## config.mk

```make
export PLATFORM = sky130hd
export DESIGN_NAME = step_loader
export DESIGN_NICKNAME = d
export VERILOG_FILES = /design/src/rtl/step_loader.sv
export SDC_FILE = /design/constraint.sdc
export NUM_CORES = 2
export LEC_CHECK = 0
export ABC_AREA = 1
export CAP_MARGIN = 15
export CORE_ASPECT_RATIO = 0.9
export CORE_MARGIN = 2
export CORE_UTILIZATION = 40
export CTS_CLUSTER_SIZE = 25
export DETAILED_ROUTE_END_ITERATION = 16
export PLACE_DENSITY_LB_ADDON = 0.15
export SYNTH_ARGS = -nofsm -noshare
export SYNTH_HDL_FRONTEND = slang
export SYNTH_SLANG_ARGS = --single-unit
```

## constraint.sdc

```tcl
create_clock -name clk -period 5 [get_ports clk]
set_input_delay 1.25 -clock clk [delete_from_list [all_inputs] [get_ports clk]]
set_output_delay 1.25 -clock clk [all_outputs]
set_load 0.02 [all_outputs]
```

## src/rtl/step_loader.sv

```systemverilog
// rtl/step_loader.sv - deserialises the 32-bit witness stream into double-buffered step records
//
// Purpose:
//   Collects one frame of witness words (raw instruction, eight GPRs, two
//   memory hints) and presents it as a complete step record through a
//   one-entry output register with a valid/ready handshake. The next frame
//   assembles in staging while the current record waits for its consumer.
//
// Optional feature:
//   STEP_CHECK_EN - frame grows to 18 words; w17 must equal the XOR of
//   w0..w16 or the record is dropped and frame_err is set (sticky).
//
// Ports:
//   clk, rst                 clock, synchronous active-high reset
//   in_valid/in_ready/in_word  witness word stream
//   out_valid/out_ready      step record handshake
//   raw_instr                instruction bytes, first byte in [95:88]
//   eax..ebp                 register file snapshot
//   hint{1,2}_rw/address/data  memory hints (rw 1 = write)
//   step_count               records handed off, wraps
//   frame_err                sticky checksum error (0 without STEP_CHECK_EN)

module step_loader #(
    parameter int STEP_CNT_W = 32
) (
    input  logic                  clk,
    input  logic                  rst,
    input  logic                  in_valid,
    output logic                  in_ready,
    input  logic [31:0]           in_word,
    output logic                  out_valid,
    input  logic                  out_ready,
    output logic [95:0]           raw_instr,
    output logic [31:0]           eax,
    output logic [31:0]           ebx,
    output logic [31:0]           ecx,
    output logic [31:0]           edx,
    output logic [31:0]           esi,
    output logic [31:0]           edi,
    output logic [31:0]           esp,
    output logic [31:0]           ebp,
    output logic                  hint1_rw,
    output logic [31:0]           hint1_address,
    output logic [31:0]           hint1_data,
    output logic                  hint2_rw,
    output logic [31:0]           hint2_address,
    output logic [31:0]           hint2_data,
    output logic [STEP_CNT_W-1:0] step_count,
    output logic                  frame_err
);

`ifdef STEP_CHECK_EN
    localparam logic [4:0] LAST_IDX = 5'd17;
`else
    localparam logic [4:0] LAST_IDX = 5'd16;
`endif

    typedef enum logic {
        FILL = 1'b0,
        HOLD = 1'b1
    } state_t;

    state_t      state;
    state_t      state_nxt;
    logic [4:0]  idx;
    logic [31:0] stg [0:16];
    logic [31:0] src [0:16];

    logic accept;
    logic last_word;
    logic chk_ok;
    logic frame_done;
    logic out_free;
    logic handoff;
    logic load;

    assign in_ready   = (state == FILL);
    assign accept     = in_valid && in_ready;
    assign last_word  = accept && (idx == LAST_IDX);
    assign out_free   = !out_valid || out_ready;
    assign handoff    = out_valid && out_ready;
    assign frame_done = last_word && chk_ok;
    // Either the just-completed frame goes straight out, or a held frame
    // leaves staging; both cannot happen together since HOLD blocks input.
    assign load       = out_free && (frame_done || (state == HOLD));

`ifdef STEP_CHECK_EN
    logic [31:0] xor_acc;

    assign chk_ok = (xor_acc == in_word);

    always_ff @(posedge clk) begin
        if (rst) begin
            xor_acc   <= '0;
            frame_err <= 1'b0;
        end else begin
            if (accept) begin
                xor_acc <= last_word ? 32'd0 : (xor_acc ^ in_word);
            end
            if (last_word && !chk_ok) begin
                frame_err <= 1'b1;
            end
        end
    end
`else
    assign chk_ok    = 1'b1;
    assign frame_err = 1'b0;
`endif

    // Record source: staging, except that without the checksum word the
    // last data word bypasses staging when the frame completes in FILL.
    always_comb begin
        for (int i = 0; i < 17; i++) begin
            src[i] = stg[i];
        end
`ifndef STEP_CHECK_EN
        if (state == FILL) begin
            src[16] = in_word;
        end
`endif
    end

    always_comb begin
        state_nxt = state;
        case (state)
            FILL: if (frame_done && !out_free) state_nxt = HOLD;
            HOLD: if (out_free) state_nxt = FILL;
            default: state_nxt = FILL;
        endcase
    end

    always_ff @(posedge clk) begin
        if (rst) begin
            state <= FILL;
            idx   <= '0;
            for (int i = 0; i < 17; i++) begin
                stg[i] <= '0;
            end
        end else begin
            state <= state_nxt;
            if (accept) begin
                idx <= last_word ? 5'd0 : (idx + 5'd1);
                if (idx <= 5'd16) begin
                    stg[idx] <= in_word;
                end
            end
        end
    end

    always_ff @(posedge clk) begin
        if (rst) begin
            out_valid     <= 1'b0;
            step_count    <= '0;
            raw_instr     <= '0;
            eax           <= '0;
            ebx           <= '0;
            ecx           <= '0;
            edx           <= '0;
            esi           <= '0;
            edi           <= '0;
            esp           <= '0;
            ebp           <= '0;
            hint1_rw      <= 1'b0;
            hint1_address <= '0;
            hint1_data    <= '0;
            hint2_rw      <= 1'b0;
            hint2_address <= '0;
            hint2_data    <= '0;
        end else begin
            if (handoff) begin
                step_count <= step_count + STEP_CNT_W'(1);
            end
            if (load) begin
                out_valid     <= 1'b1;
                raw_instr     <= {src[0], src[1], src[2]};
                eax           <= src[3];
                ebx           <= src[4];
                ecx           <= src[5];
                edx           <= src[6];
                esi           <= src[7];
                edi           <= src[8];
                esp           <= src[9];
                ebp           <= src[10];
                hint1_rw      <= src[11][0];
                hint1_address <= src[12];
                hint1_data    <= src[13];
                hint2_rw      <= src[14][0];
                hint2_address <= src[15];
                hint2_data    <= src[16];
            end else if (handoff) begin
                out_valid <= 1'b0;
            end
        end
    end

endmodule

```

==> results.cfg <==
[detailed_routing]
drt_iter0_drc = 3392
postRouteAntennaNets = 0
wl_per_cell_um = 18.2
dr.pass1.iters = 6
drc = 0
num_vias = 35600
viasPerCell = 4.70
wl_um = 138000

[floorplan]
boundaryPins = 553
start_util_pct = 40.4
die-area_mm2 = 0.111
row_count = 114
coreArea_mm2 = 0.107
fp.dieW_um = 351
die_y_um = 316

[clocking]
ctsLongestPathBuffers = 3
cts_tree = done
cts_setup_buffers = 0
ctsResizeCount = 0
cts_buffers = 107
clockRootBuffer = clkbuf_16
ctsHoldBuffers = 0
numClockSinks = 1003
insertion_delay_ns = 0.69
cts-htree-levels = 3
clk_pin_slew_ns = 0.06

[place]
dp.cells = 7369
io_buffers = 551
gp_congestion = 0.823
dpl_cell_area_mm2 = 0.0501
hpwl_um = 84600

[timing]
fmax_ghz = 0.270
period_share_pct = 74.2
finalHoldViolations = 0
worstMarginPinSlew_ns = 1.15
rsz0062_at_grt = no
setup_viol = 0
fin_skew_ns = 0.0207
drv_slew = 0
hold_slack_ns = 0.509
relSlewSlack_pct = 23.3
tns_ns = 0
layout_min_cycle_time_ns = 3.71

[global_route]
grt_start_max_net_pins = 131
grt_first_pass_wirelength_um = 202000
grt_usage_pct = 24.2
antenna_found_initial = 6
overflow = 0
grt_pass1_vias = 31600

[yosys]
synth_fp_nets = 5696
syn_avg_cell_area_um2 = 7.67
synth_largest_area_cell = edfxtp_1
synth.area.top_cells = edfxtp_1 (33%), dfxtp_1 (24%), nand2_1 (14%)
synth_top_area_share_pct = 33.4
ys_warn_count = 0
ys_types = 30
synth_area_mm2 = 0.0433
syn_inst = 5654
ys_ff_latch = 1003
ys_seq_area_share_pct = 57.5

[power]
p_total_mw = 17.6
peakVddDrop_v = 0.000293
p_leak_nw = 24.6
powerDensity_mw_per_mm2 = 327

[worst_setup_path]
rr_endpoint = stg[7][30]
r2r_start = state
setup.worst_path.end = stg[7][30]
slowest_stage = nor2_4
worstSetupEndpointType = flip-flop
critPathLaunchType = input port
reg2reg_slack_ns = 2.04
worstPathMaxFanout = 42
slowest_delay_ns = 0.93
worstRegToRegCells = 6
cp-startpoint = rst
crit_path_cell_trace = clkdlybuf4s50_1 > nor2_4 > nand3_4 > nand2_1 > buf_4
path_class = in2reg
arrival_ns = 4.05
cp_data_required_time_ns = 5.34

[cells_and_area]
drive_gt1_share_pct = 5.18
top_register = stg
syn_to_final_growth_pct = 23.9
largest_reg_flops = 482
fin_area_mm2 = 0.0537
final_net_count = 6070
final_cells = 7578
largestRegisters = stg x482, raw_instr x96

[job]
cap_violations = 0

[outcome]
status = finished, final reports clean

[hold_path]
min_path_type = reg2reg
-- layer usage --
metal / share of wire [%] / vias up / GRT usage (%)
met5: 0.025 / - / 0
met4: 2.9 / 4 / 7.88
met3: 6.6 / 178 / 3.63
met2: 44 / 979 / 37.0
met1: 46 / 16400 / 35.3
li1: - / 18000 / -
-- per-stage QoR --
step,worst slack [ns],utilization (%)
6_report,1.29,50.0
3_3_place_gp,0.515,46.7
5_1_grt,1.10,50.0
2_1_floorplan,1.61,-
4_1_cts,1.28,50.0
3_5_place_dp,0.530,46.7
-- placed cells by master, fill, tap and decap left out, drive strengths merged --
cell           netlist  final
o21ai              430    430
inv                591    596
bufinv               0      6
o21a                 1      1
dfxtp              521    521
nand2             1631   1631
nor2              1493   1493
xor2                 6      6
diode                0      5
clkbuf             241    163
a21oi               18     18
xnor2                1      1
clkinvlp             0      2
nand3b               1      1
ha                   6      6
buf                141     96
a211oi               1      1
and2                 2      2
edfxtp             482    482
nor3b                1      1
conb                 1      1
nand3               69     69
nand4               12     12
nor3                 4      4
o22ai                1      1
clkdlybuf4s50        0    551
clkinv               0     28
-- critical path, delay by kind of cell --
kind	cells	cell delay, ns
and+or+nand+nor	3	1.76
buffers and inverters	2	0.97
-- final cells by class --
type | count | area, µm²
clock buffer | 163 | 3160
timing repair buffer | 647 | 6400
inverter | 591 | 2230
fill | 10600 | 53700
sequential | 1003 | 24900
antenna | 5 | 12.5
multi-input combinational | 3678 | 14800
tap | 1450 | 1810
clock inverter | 41 | 382
-- Yosys cell counts --
master / count
xnor2_1: 1
nand2_2: 1
a211oi_1: 1
nand2_1: 1630
nor2_2: 3
buf_4: 5
nand4_1: 12
a21oi_1: 18
ha_1: 6
clkbuf_1: 241
inv_1: 586
and2_1: 2
o21ai_0: 335
nor3b_1: 1
buf_1: 16
nand3b_1: 1
nand3_1: 69
nor2_1: 1489
nor2_4: 1
buf_2: 119
dfxtp_1: 521
inv_2: 5
o21ai_1: 95
xor2_1: 6
nor3_1: 4
o21a_1: 1
conb_1: 1
o22ai_1: 1
edfxtp_1: 482
buf_6: 1
-- report_power, final --
group,switching (mW),internal [mW],total (mW),leakage (nW)
clock,3.36,4.67,8.03,1.75
sequential,0.0424,8.75,8.79,9.18
combinational,0.581,0.144,0.725,13.6
-- cell families after synthesis --
kind of cell,Yosys count,synth area share (%)
other cells,1,0.00865
xor+xnor,7,0.141
simple gates,3213,28.2
flops,1003,57.5
fa+ha+maj,6,0.173
compound gates,451,5.22
buf+inv,973,8.83
-- worst min-delay path by stage --
stage	start	endpoint	slack (ns)	cells past startpoint
detailed placement	step_count[12]	step_count[12]	0.50	2
floorplan	idx[1]	idx[1]	0.49	2
global route	ebp[26]	ebp[26]	0.53	4
CTS	step_count[12]	step_count[12]	0.50	2
global placement	step_count[12]	step_count[12]	0.49	2
finish	step_count[12]	step_count[12]	0.51	2
No activity file was read; power rests on OpenSTA's default activity.
